$ cat src/rtl/piano_pkg.sv
// Shared constants for the piano auto-play path: sequencer state codes,
// note/duration widths and the song ROM word layout.
package piano_pkg;

    localparam int unsigned NOTE_W = 5;
    localparam int unsigned DUR_W  = 3;
    localparam int unsigned IDX_W  = 6;
    localparam int unsigned SONG_W = 2;

    localparam logic [NOTE_W-1:0] NOTE_REST = 5'd0;
    localparam logic [NOTE_W-1:0] NOTE_END  = 5'd31;

    // Externally visible sequencer state, shared with the display stage.
    localparam logic [1:0] SEQ_STOP  = 2'b00;
    localparam logic [1:0] SEQ_PLAY  = 2'b01;
    localparam logic [1:0] SEQ_PAUSE = 2'b10;

    function automatic logic [NOTE_W+DUR_W-1:0] rom_word(
        input logic [NOTE_W-1:0] note,
        input logic [DUR_W-1:0]  dur
    );
        return {note, dur};
    endfunction

endpackage

$ cat src/rtl/song_rom.sv
// Combinational 256x8 song table addressed by {song, idx}; each word is
// {note, dur}. Unlisted entries read as the end marker.
module song_rom
    import piano_pkg::*;
(
    input  logic [SONG_W+IDX_W-1:0] addr_i,
    output logic [NOTE_W-1:0]       note_o,
    output logic [DUR_W-1:0]        dur_o
);

    logic [NOTE_W+DUR_W-1:0] word;

    always_comb begin
        word = rom_word(NOTE_END, 3'd0);
        case (addr_i)
            // Song 0: Twinkle Twinkle
            8'h00: word = rom_word(5'd8,  3'd0);
            8'h01: word = rom_word(5'd8,  3'd0);
            8'h02: word = rom_word(5'd12, 3'd0);
            8'h03: word = rom_word(5'd12, 3'd0);
            8'h04: word = rom_word(5'd13, 3'd0);
            8'h05: word = rom_word(5'd13, 3'd0);
            8'h06: word = rom_word(5'd12, 3'd1);
            8'h07: word = rom_word(5'd11, 3'd0);
            8'h08: word = rom_word(5'd11, 3'd0);
            8'h09: word = rom_word(5'd10, 3'd0);
            8'h0A: word = rom_word(5'd10, 3'd0);
            8'h0B: word = rom_word(5'd9,  3'd0);
            8'h0C: word = rom_word(5'd9,  3'd0);
            8'h0D: word = rom_word(5'd8,  3'd1);
            // Song 1: Ode to Joy
            8'h40: word = rom_word(5'd10, 3'd0);
            8'h41: word = rom_word(5'd10, 3'd0);
            8'h42: word = rom_word(5'd11, 3'd0);
            8'h43: word = rom_word(5'd12, 3'd0);
            8'h44: word = rom_word(5'd12, 3'd0);
            8'h45: word = rom_word(5'd11, 3'd0);
            8'h46: word = rom_word(5'd10, 3'd0);
            8'h47: word = rom_word(5'd9,  3'd0);
            8'h48: word = rom_word(5'd8,  3'd0);
            8'h49: word = rom_word(5'd8,  3'd0);
            8'h4A: word = rom_word(5'd9,  3'd0);
            8'h4B: word = rom_word(5'd10, 3'd0);
            8'h4C: word = rom_word(5'd10, 3'd1);
            8'h4D: word = rom_word(5'd9,  3'd0);
            8'h4E: word = rom_word(5'd9,  3'd1);
            // Song 2: Mary Had a Little Lamb
            8'h80: word = rom_word(5'd10, 3'd0);
            8'h81: word = rom_word(5'd9,  3'd0);
            8'h82: word = rom_word(5'd8,  3'd0);
            8'h83: word = rom_word(5'd9,  3'd0);
            8'h84: word = rom_word(5'd10, 3'd0);
            8'h85: word = rom_word(5'd10, 3'd0);
            8'h86: word = rom_word(5'd10, 3'd1);
            8'h87: word = rom_word(5'd9,  3'd0);
            8'h88: word = rom_word(5'd9,  3'd0);
            8'h89: word = rom_word(5'd9,  3'd1);
            8'h8A: word = rom_word(5'd10, 3'd0);
            8'h8B: word = rom_word(5'd12, 3'd0);
            8'h8C: word = rom_word(5'd12, 3'd1);
            // Song 3: test scale
            8'hC0: word = rom_word(5'd1,  3'd0);
            8'hC1: word = rom_word(5'd2,  3'd0);
            8'hC2: word = rom_word(5'd3,  3'd0);
            8'hC3: word = rom_word(5'd4,  3'd0);
            8'hC4: word = rom_word(5'd5,  3'd0);
            8'hC5: word = rom_word(5'd6,  3'd0);
            8'hC6: word = rom_word(5'd7,  3'd0);
            default: word = rom_word(NOTE_END, 3'd0);
        endcase
    end

    assign note_o = word[NOTE_W+DUR_W-1:DUR_W];
    assign dur_o  = word[DUR_W-1:0];

endmodule

$ cat src/rtl/song_sequencer.sv
// Duration-aware song sequencer: steps through a stored song, emitting note
// codes with per-note length and a trailing articulation gap.
module song_sequencer
    import piano_pkg::*;
#(
    parameter int unsigned TICKS_PER_BEAT = 25_000_000,
    parameter int unsigned GAP_TICKS      = 2_500_000,
    parameter bit          LOOP           = 1'b0
) (
    input  logic              clk,
    input  logic              rst,
    input  logic [SONG_W-1:0] song_sel,
    input  logic              cmd_play,
    input  logic              cmd_pause,
    input  logic              cmd_stop,
    output logic [NOTE_W-1:0] note,
    output logic              note_valid,
    output logic [IDX_W-1:0]  note_idx,
    output logic [1:0]        seq_state,
    output logic              song_done
);

    localparam int unsigned TW = $clog2(TICKS_PER_BEAT);
    localparam logic [TW-1:0] TICK_MAX = TW'(TICKS_PER_BEAT - 1);
    localparam logic [TW-1:0] GAP_T    = TW'(GAP_TICKS);

    // FETCH takes the one code the external encoding leaves free.
    localparam logic [1:0] ST_STOP  = SEQ_STOP;
    localparam logic [1:0] ST_PLAY  = SEQ_PLAY;
    localparam logic [1:0] ST_PAUSE = SEQ_PAUSE;
    localparam logic [1:0] ST_FETCH = 2'b11;

    logic [1:0]        state_q, state_d;
    logic [SONG_W-1:0] song_q,  song_d;
    logic [IDX_W-1:0]  idx_q,   idx_d;
    logic [NOTE_W-1:0] note_q,  note_d;
    logic [DUR_W-1:0]  beat_q,  beat_d;
    logic [TW-1:0]     tick_q,  tick_d;
    logic              done_q,  done_d;

    logic [NOTE_W-1:0] rom_note;
    logic [DUR_W-1:0]  rom_dur;
    logic              note_last;

    song_rom u_song_rom (
        .addr_i ({song_q, idx_q}),
        .note_o (rom_note),
        .dur_o  (rom_dur)
    );

    assign note_last = (tick_q == '0) && (beat_q == '0);

    always_comb begin
        state_d = state_q;
        song_d  = song_q;
        idx_d   = idx_q;
        note_d  = note_q;
        beat_d  = beat_q;
        tick_d  = tick_q;
        done_d  = 1'b0;

        case (state_q)
            ST_STOP: begin
                if (cmd_play && !cmd_pause && !cmd_stop) begin
                    song_d  = song_sel;
                    idx_d   = '0;
                    state_d = ST_FETCH;
                end
            end
            ST_FETCH: begin
                if (cmd_stop) begin
                    state_d = ST_STOP;
                end else if (rom_note == NOTE_END) begin
                    done_d  = 1'b1;
                    idx_d   = '0;
                    state_d = LOOP ? ST_FETCH : ST_STOP;
                end else begin
                    note_d  = rom_note;
                    beat_d  = rom_dur;
                    tick_d  = TICK_MAX;
                    state_d = cmd_pause ? ST_PAUSE : ST_PLAY;
                end
            end
            ST_PLAY: begin
                if (cmd_stop) begin
                    state_d = ST_STOP;
                end else if (!cmd_pause && note_last) begin
                    idx_d   = idx_q + 6'd1;
                    state_d = ST_FETCH;
                end else begin
                    // A pause still consumes the tick of the cycle it arrives in;
                    // a pause on the final tick holds there and advances on resume.
                    if (cmd_pause) begin
                        state_d = ST_PAUSE;
                    end
                    if (tick_q != '0) begin
                        tick_d = tick_q - 1'b1;
                    end else if (beat_q != '0) begin
                        beat_d = beat_q - 1'b1;
                        tick_d = TICK_MAX;
                    end
                end
            end
            ST_PAUSE: begin
                if (cmd_stop) begin
                    state_d = ST_STOP;
                end else if (cmd_play || cmd_pause) begin
                    state_d = ST_PLAY;
                end
            end
            default: state_d = ST_STOP;
        endcase

        if (state_d == ST_STOP) begin
            idx_d  = '0;
            note_d = NOTE_REST;
            beat_d = '0;
            tick_d = '0;
        end
    end

    always_ff @(posedge clk) begin
        if (rst) begin
            state_q <= ST_STOP;
            song_q  <= '0;
            idx_q   <= '0;
            note_q  <= NOTE_REST;
            beat_q  <= '0;
            tick_q  <= '0;
            done_q  <= 1'b0;
        end else begin
            state_q <= state_d;
            song_q  <= song_d;
            idx_q   <= idx_d;
            note_q  <= note_d;
            beat_q  <= beat_d;
            tick_q  <= tick_d;
            done_q  <= done_d;
        end
    end

    assign note = ((state_q == ST_PLAY) && !((beat_q == '0) && (tick_q < GAP_T)))
                  ? note_q : NOTE_REST;
    assign note_valid = (state_q != ST_STOP);
    assign note_idx   = idx_q;
    assign seq_state  = (state_q == ST_FETCH) ? SEQ_PLAY : state_q;
    assign song_done  = done_q;

endmodule

$ cat config.mk
export PLATFORM = sky130hd
export DESIGN_NAME = song_sequencer
export DESIGN_NICKNAME = d
export VERILOG_FILES = /design/src/rtl/piano_pkg.sv /design/src/rtl/song_rom.sv /design/src/rtl/song_sequencer.sv
export SDC_FILE = /design/constraint.sdc
export NUM_CORES = 1
export LEC_CHECK = 0
export ABC_AREA = 1
export ABC_CLOCK_PERIOD_IN_PS = 2890
export BUFFER_PORTS_ARGS = -buffer_cell sky130_fd_sc_hd__buf_2
export CORE_AREA = 2 2 76 150
export CTS_BUF_LIST = sky130_fd_sc_hd__clkbuf_8
export DETAILED_ROUTE_END_ITERATION = 8
export DIE_AREA = 0 0 78 152
export MAX_ROUTING_LAYER = met4
export PLACE_DENSITY = 0.54
export SLEW_MARGIN = 20
export SYNTH_ARGS = -nofsm -noshare
export SYNTH_HDL_FRONTEND = slang
export SYNTH_SLANG_ARGS = --single-unit
$ cat constraint.sdc
create_clock -name clk -period 2.89 [get_ports clk]
set_input_delay 0.289 -clock clk [delete_from_list [all_inputs] [get_ports clk]]
set_output_delay 0.289 -clock clk [all_outputs]
set_load 0.01 [all_outputs]
==> impl_metrics.yaml, run 1 <==
status:
  status: "completed"
critical_path:
  critPathMaxFanout: 40
  worst_ep_arrival_time_ns: 2.85
  reg2reg_depth: 13
  cp_slowest_cell: "dfxtp_1"
  r2r_start: "note_idx[0]"
  crit_family: "simple AND/OR/NAND/NOR gates"
  path_class: "register to register"
  crit_chain: "inv_1, ha_1, nand3_2, nand2_1, o21ai_1, nand2_1, nor2_4, nand3_2, nand4_1, nand3_1, nand2_2, buf_12, a21oi_2"
  path_buf_inv: 2
  slowest_delay_ns: 0.45
  startpoint: "note_idx[0]"
  required_ns: 3.09
  r2r_slack_ns: 0.24
  endpoint: "note_idx[3]"
  rr_endpoint: "note_idx[3]"
  path_depth: 13
  start_kind: "register"
  cp-end-kind: "register"
sta:
  setup_violations: 0
  timing.hold.ws_ns: 0.1408
  rsz0062_at_grt: "false"
  setup_tns_ns: 0
  hold_viol: 0
  fin_worst_skew_ns: 0.009255
  maxSlewViolCount: 0
  fin_crit_ns: 2.651
  worst_slew_pin_slew_ns: 0.6372
  period_share_pct: 91.74
  slew_headroom_pct: 57.20
  max_freq_mhz: 377.2
clocking:
  cts_buffers: 5
  clkTransAtPathRegs_ns: 0.09
  cts_num_sinks: 44
  clockRootBuffer: "clkbuf_8"
  clk-insertion-delay-late_ns: 0.32
  post_cts_resized: 0
  postCtsHoldBufs: 0
  cts_max_level: 2
  post_cts_buffers: 0
  cts_max_path_buffers: 2
  cts_tree: "yes"
power_and_ir_drop:
  intPower_uw: 902.3
  switching_share_pct: 27.66
  p_leak_uw: 0.001747
  power.density_nw_per_um2: 309.4
  comb_power_share_pct: 10.3
  seqPwrFrac_pct: 49.2
  pwr-share-clk_pct: 40.4
  vdd_ir_drop_max_v: 0.0001611
  p_switching_uw: 345.0
global_route:
  grt_util_all_layers_pct: 18.60
  overflow: 0
  grt_pass1_wl_um: 16940
  antenna_found_initial: 0
  first_global_vias: 3616
  grt_max_degree: 51
synthesis:
  syn_avg_cell_area_um2: 6.273
  async_flop_share_pct: 0
  syn_area_um2: 3645
  synth-seq-cells: 44
  netlist.top_cell.by_area: "dfxtp_1"
  ys_types: 34
  synth-edff-count: 0
  synth_area_leaders: "dfxtp_1, nand2_1, a21oi_2"
  ys.flop_type: "dfxtp_1"
  syn_inst: 581
  syn_nets: 595
  synth_top_area_share_pct: 24.17
  ys_seq_area_share_pct: 24.17
  synth_warnings: 0
floorplanning:
  io_pins: 22
  coreArea_um2: 10810
  design.die.area_um2: 11860
  die_x_um: 78
  start_util_pct: 33.72
  die_h_um: 152
  rows: 54
layout:
  design_area_um2: 4031
  antennaDiodeCount: 0
  num-nets-final: 614
  layoutNonFillerInstCount: 741
  layout_commonest_cell: "nand2_1"
  layout_common_cells: "nand2_1, nor2_1, inv_1"
  syn_to_final_growth_pct: 10.61
  drive_gt1_share_pct: 22.30
job:
  maxCapViolations: 0
placement:
  portBuffers: 21
  post-dp-hpwl_um: 7932
  place.gp.congestion: 0.9521
  dp_cells: 733
  place_area_um2: 3920
detailed_routing:
  drt-initial-drc-count: 122
  detail_route.wirelength_um: 10370
  vias: 3631
  wl_per_cell_um: 14.00
  drc_errors: 0
  drtAntennaViolNets: 0
  first_pass_iters: 4
  viasPerCell: 4.900
hold_path:
  hp-start: "rst"
  hold_class: "primary input to register"
==> registers in the layout, indices dropped and copies added (netlist names) <==
name,cells
tick_q,25
note_idx,6
note_q,5
beat_q,3
song_q,2
state_q,2
song_done,1
==> power groups by stage <==
stage	Combinational, uW	Clock [uW]	Sequential, uW
floorplan	90.6	0	626
global placement	128	0	628
detailed placement	128	0	628
CTS	129	521	614
global route	140	534	615
finish	129	504	614
==> worst reg2reg max path: stages (launching register included) <==
cell and delay, ns:
dfxtp_1 0.45, inv_1 0.11, ha_1 0.27, nand3_2 0.14, nand2_1 0.09, o21ai_1 0.28, nand2_1 0.24, nor2_4 0.18
nand3_2 0.11, nand4_1 0.09, nand3_1 0.08, nand2_2 0.10, buf_12 0.29, a21oi_2 0.11
==> layer usage <==
layer  share of wire [%]  global-route usage [%]  up-vias
li1                    -                       -     1884
met4                 5.6                   10.86        0
met1                  35                   16.68     1651
met3                 1.9                   1.900       33
met2                  57                   36.08       63
met5                   0                       -        -
==> worst min path at each step <==
stage / end / slack, ns / cells after the start
2_1_floorplan: song_done / 0.37 / 1
3_3_place_gp: song_done / 0.47 / 2
3_5_place_dp: song_done / 0.48 / 2
4_1_cts: song_done / 0.13 / 2
5_1_grt: song_done / 0.14 / 2
6_report: song_done / 0.14 / 2
==> cell families after synthesis <==
family | after synthesis | synth area share (%)
buf+inv | 113 | 13.59
flops | 44 | 24.17
compound gates | 95 | 17.61
simple gates | 300 | 36.94
fa+ha+maj | 7 | 2.403
xor+xnor | 22 | 5.287
==> cell usage after synthesis, types with 8 or more instances <==
cell     number
a21oi_2      39
buf_4         8
dfxtp_1      44
inv_1        60
inv_2        31
nand2_1     130
nand3_1      35
nand4_1      14
nor2_1       86
nor3_1       10
o21ai_0      15
o21ai_1      28
xor2_1       17
==> stage by stage <==
stage	total power [uW]	worst slack, ns	utilization (%)
finish	1247	0.2388	37.29
global route	1289	0.1169	37.29
CTS	1264	0.2866	37.29
detailed placement	756.6	0.2953	36.26
global placement	755.9	0.3099	36.26
floorplan	716.6	0.6912	-
==> cell type report <==
class / instances / area, um2
multi-input combinational: 424 / 2273
clock buffer: 5 / 68.82
clock inverter: 3 / 42.54
sequential: 44 / 880.8
fill: 1205 / 6779
inverter: 92 / 345.3
timing repair buffer: 33 / 245.2
tap: 140 / 175.2
Power figures use the tool's default switching activity.
==> inputs of run 2 (changes only) <==
ABC_CLOCK_PERIOD_IN_PS = 3000   (was 2890)
clock period = 3 ns   (was 2.89 ns; I/O delays follow)
==> run 2 against run 1 <==
  * Register-to-register slack improved by 0.15 ns
  * Routed wire length fell by 0.95%
  * Utilization fell by 0.32 points
  * Via count rose by 0.50%
  * Sequential power fell by 3.6%
  * Largest cell class unchanged
  * Highest routed layer unchanged
==> impl_metrics.yaml, run 2 (synthesis gave the netlist of run 1 again) <==
status:
  status: "completed"
placement:
  post-dp-hpwl_um: 7960
  place.gp.congestion: 0.9270
  dp_slack_ns: 0.4245
  portBuffers: 21
  dp_cells: 730
global_route:
  grt_pass1_wl_um: 17390
  grt_max_degree: 51
  overflow: 0
  antenna_found_initial: 0
  grt_util_all_layers_pct: 18.95
  first_global_vias: 3654
sta:
  setup_violations: 0
  setup_tns_ns: 0
  rsz0062_at_grt: "false"
  slew_headroom_pct: 60.82
  worst_slew_pin_slew_ns: 0.5832
  hold_viol: 0
  period_share_pct: 86.94
  fin_ws_ns: 0.3919
  fin_worst_skew_ns: 0.01404
  max_freq_mhz: 383.4
  fin_crit_ns: 2.608
  maxSlewViolCount: 0
detailed_routing:
  drtAntennaViolNets: 0
  routed.top_layer: "met4"
  wl_met2_um: 5783
  viasPerCell: 4.944
  drt-met1-wl_um: 3691
  first_pass_iters: 4
  detail_route.wirelength_um: 10270
  met3_length_um: 200
  drt-initial-drc-count: 133
  vias: 3649
  drc_errors: 0
  wl_per_cell_um: 13.92
power_and_ir_drop:
  p_leak_uw: 0.001724
  vdd_ir_drop_max_v: 0.0002058
  power.density_nw_per_um2: 300.6
clocking:
  post_cts_resized: 0
  cts_tree: "yes"
  postCtsHoldBufs: 0
  post_cts_buffers: 0
  cts_max_path_buffers: 2
  clkTransAtPathRegs_ns: 0.10
  clk-insertion-delay-late_ns: 0.32
  cts_num_sinks: 44
  cts_buffers: 5
  cts_max_level: 2
  clockRootBuffer: "clkbuf_8"
layout:
  layout_commonest_cell: "nand2_1"
  utilization_pct: 36.97
  max_flop_register: "tick_q"
  largest_reg_flops: 25
  drive_gt1_share_pct: 21.91
  num-nets-final: 611
  antennaDiodeCount: 0
  layout_common_cells: "nand2_1, nor2_1, inv_1"
  syn_to_final_growth_pct: 9.646
  layoutNonFillerInstCount: 738
hold_path:
  hold_class: "primary input to register"
critical_path:
  cp-end-kind: "register"
  r2r_slack_ns: 0.39
  critPathMaxFanout: 8
  start_kind: "register"
  worst_ep_arrival_time_ns: 2.81
  required_ns: 3.20
  path_class: "register to register"
floorplanning:
  io_pins: 22
  rows: 54
  design.die.area_um2: 11860
  die_h_um: 152
  coreArea_um2: 10810
  die_x_um: 78
  start_util_pct: 33.72
job:
  maxCapViolations: 0
## run 2: cell types whose count changed in the layout (fill, tap and decap cells not counted), sizes merged
cell    before  now
inv         91   92
buf         33   30
clkinv       2    1
## run 2: power by group
part / internal, uW / switching [uW] / total (uW) / leakage [uW]
Combinational: 32.6 / 88.2 / 121 / 0.00132
Sequential: 587 / 4.88 / 592 / 0.000355
Clock: 251 / 238 / 489 / 0.0000548
## run 2: path summary, 6_finish.rpt
| check | from | end | cells after the start |
|---|---|---|---|
| max | note_idx[0] | note_idx[2] | 14 |
| min | rst | song_done | 2 |
| max reg2reg | note_idx[0] | note_idx[2] | 14 |
| min reg2reg | note_q[4] | note_q[4] | 2 |
## run 2: metal layers
metal / vias to the layer above / track usage, %
li1: 1871 / -
met5: - / -
met1: 1678 / 17.69
met2: 64 / 35.80
met4: 0 / 11.11
met3: 36 / 2.197
## run 2: critical path, cell delays in order (launching register included)
cell     delay (ns)
dfxtp_1        0.46
inv_1          0.12
ha_1           0.28
o21ai_0        0.26
nand3_1        0.12
nand2_1        0.07
nand3_1        0.13
nor2_2         0.22
nand3_2        0.14
nand2_2        0.23
nand3_2        0.21
nand2_1        0.11
nand2_1        0.05
inv_1          0.06
a21oi_2        0.03
## run 2: per-stage QoR
step | hold slack [ns] | total power, uW | area (um2)
detailed placement | 0.4771 | 727.0 | 3872
global route | 0.1242 | 1253 | 3996
global placement | 0.4715 | 726.7 | 3872
floorplan | 0.3768 | 690.4 | 3645
finish | 0.1365 | 1201 | 3996
CTS | 0.1279 | 1223 | 3988
## run 2: final cells by class
cell class	count	area, um2
clock buffers	5	68.82
fillers	1234	6814
inverters	92	345.3
clock inverters	3	46.29
repair buffers	30	197.7
multi-input cells	424	2282
flip-flops and latches	44	880.8
well taps	140	175.2
==> inputs of run 3 (changes only) <==
ABC_AREA = 0   (was 1)
CORE_AREA = 2 2 71 141   (was 2 2 76 150)
DIE_AREA = 0 0 73 143   (was 0 0 78 152)
SKIP_CTS_REPAIR_TIMING = 1   (was not set)
==> run 3 against run 2 <==
  * Sequential share of layout area up 2.5 points
  * Via count down 14%
  * Hold slack better by 0.073 ns
  * Critical path depth down 4
  * Highest routed layer unchanged
  * Cell count down 30%
  * Largest power group unchanged
  * Global-route usage up 1.5 points
  * Utilization up 1.6 points
  * Die area down 12%
  * Clock power down 13%
==> impl_metrics.yaml, run 3 <==
status:
  status: "completed"
sta:
  setup_tns_ns: 0
  max_freq_mhz: 345.8
  fin_worst_skew_ns: 0.01177
  rsz0062_at_grt: "false"
  period_share_pct: 96.39
  setup_violations: 0
  hold_viol: 0
  fin_ws_ns: 0.1083
  slew_headroom_pct: 47.48
  maxSlewViolCount: 0
  fin_crit_ns: 2.892
  worst_slew_pin_slew_ns: 0.7849
synthesis:
  ys_seq_area_share_pct: 27.41
  ys.flop_type: "dfxtp_1"
  async_flop_share_pct: 0
  synth-seq-cells: 44
  syn_inst: 390
  synth_most_common_cell: "dfxtp_1"
  synth_warnings: 0
  synth_top_area_share_pct: 27.41
  synth_common_cells: "dfxtp_1, a21oi_1, nand2_1, nor2_1"
  ys_types: 72
  syn_area_um2: 3213
  syn_avg_cell_area_um2: 8.239
  netlist.top_cell.by_area: "dfxtp_1"
  syn_nets: 404
  synth_area_leaders: "dfxtp_1, a21oi_1, nand2_1"
  synth-edff-count: 0
global_route:
  grt_max_degree: 20
  grt_util_all_layers_pct: 20.50
  grt_pass1_wl_um: 16100
  first_global_vias: 3189
  antenna_found_initial: 0
  overflow: 0
layout:
  syn_to_final_growth_pct: 11.99
  utilization_pct: 38.60
  design_area_um2: 3598
  drive_gt1_share_pct: 21.39
  layout_common_cells: "dfxtp_1, buf_4, nor2_1, a21oi_1, nand2_1"
  max_flop_register: "tick_q"
  num-nets-final: 430
  largest_reg_flops: 25
  antennaDiodeCount: 0
  layout_commonest_cell: "dfxtp_1"
hold_path:
  hold_class: "primary input to register"
  holdPathStages: 3
  hp-start: "song_sel[1]"
  hold-path-endpoint: "song_q[1]"
placement:
  place.gp.congestion: 0.8917
  portBuffers: 21
  dp_slack_ns: 0.05642
  place_area_um2: 3485
  post-dp-hpwl_um: 7489
floorplanning:
  coreArea_um2: 9321
  die_x_um: 73
  rows: 50
  design.die.area_um2: 10440
  start_util_pct: 34.47
  io_pins: 22
  die_h_um: 143
power_and_ir_drop:
  comb_power_share_pct: 7.9
  vdd_ir_drop_max_v: 0.0001942
  seqPwrFrac_pct: 53.7
  pwr-share-clk_pct: 38.4
  power.density_nw_per_um2: 306.9
  switching_share_pct: 25.42
  design_power_total_uw: 1104
  p_leak_uw: 0.001414
  intPower_uw: 823.6
  p_switching_uw: 280.8
critical_path:
  rr_endpoint: "tick_q[12]"
  critPathMaxFanout: 19
  r2r_start: "note_idx[0]"
  crit_chain: "buf_4, ha_1, nor2b_1, a211o_1, nand4_1, o311ai_4, or4_4, buf_4, a31oi_1, a311oi_1"
  reg2reg_depth: 10
  slowest_delay_ns: 0.60
  start_kind: "register"
  path_buf_inv: 2
  required_ns: 3.17
  cp_slowest_cell: "or4_4"
  startpoint: "note_idx[0]"
  r2r_slack_ns: 0.11
  worst_ep_arrival_time_ns: 3.06
  crit_family: "simple AND/OR/NAND/NOR gates"
  cp_common_cell: "buf_4"
  path_class: "register to register"
  cp-end-kind: "register"
detailed_routing:
  drc_errors: 0
  vias: 3133
  drt-initial-drc-count: 179
  detail_route.wirelength_um: 9768
  viasPerCell: 6.025
  drtAntennaViolNets: 0
  first_pass_iters: 6
  wl_per_cell_um: 18.78
clocking:
  cts_tree: "yes"
  cts_max_path_buffers: 2
  cts_num_sinks: 44
  cts_buffers: 5
  cts_max_level: 2
  clk-insertion-delay-late_ns: 0.32
  clkTransAtPathRegs_ns: 0.09
  clockRootBuffer: "clkbuf_8"
job:
  maxCapViolations: 0
-- run 3: cell types whose count changed in the layout (fill, tap and decap cells not counted), moves of 9 or more --
| cell | change |
|---|---|
| nand2_1 | -101 |
| nor2_1 | -59 |
| xor2_1 | -16 |
| inv_2 | -31 |
| nor2b_1 | +9 |
| a311oi_1 | +11 |
| buf_4 | +21 |
| a31oi_1 | +13 |
| nor3_1 | +9 |
| inv_1 | -44 |
| a21oi_1 | +21 |
| nand3_1 | -24 |
| a21oi_2 | -39 |
| o21ai_1 | -27 |
-- run 3: power by group through the flow --
| stage | Combinational (uW) | Sequential [uW] | Clock [uW] |
|---|---|---|---|
| final | 87.0 | 593 | 424 |
| after global routing | 94.3 | 594 | 460 |
| after CTS | 86.1 | 593 | 440 |
| after detailed placement | 86.0 | 607 | 0 |
| after global placement | 85.4 | 607 | 0 |
| after floorplan | 64.0 | 601 | 0 |
-- run 3: worst max path at each step --
stage,to,slack [ns],depth (start not counted)
5_1_grt,tick_q[5],0.007,10
6_report,tick_q[12],0.11,10
3_5_place_dp,note_q[0],0.06,9
4_1_cts,note_q[0],0.06,9
2_1_floorplan,tick_q[5],0.16,12
3_3_place_gp,tick_q[3],0.14,10
-- run 3: routing by layer --
layer | share of wire [%] | vias to the layer above | wire length (um) | global-route usage [%]
li1 | - | 1525 | - | -
met2 | 59 | 62 | 5740 | 39.21
met5 | 0 | - | 0 | -
met1 | 35 | 1518 | 3403 | 18.90
met3 | 2.2 | 28 | 217 | 2.399
met4 | 4.2 | 0 | 406 | 10.62
-- run 3: layout make-up --
type / count / area, um2
tap: 104 / 130.1
fill: 964 / 5723
multi-input combinational: 300 / 2115
sequential: 44 / 882.1
inverter: 16 / 60.06
timing repair buffer: 49 / 315.3
clock buffer: 7 / 96.34
-- run 3: through the flow --
step,std cells,hold slack (ns)
after CTS,520,0.2036
after global placement,513,0.4594
after global routing,520,0.2472
final,520,0.2093
after detailed placement,513,0.4623
after floorplan,390,0.4439
-- run 3: tightest hold or removal path, stage by stage --
cell	delay [ns]
buf_2	0.07
mux2i_1	0.05
nor2_1	0.07
-- run 3: cell families after synthesis --
logic type,count (synthesis),share of synthesized area [%]
buffers and inverters,46,7.282
flip-flops,44,27.41
AO/OA/AOI/OAI,115,27.49
adder cells (fa/ha/maj),7,2.726
XOR/XNOR,2,0.5453
multiplexers,7,2.570
AND/OR/NAND/NOR,169,31.97
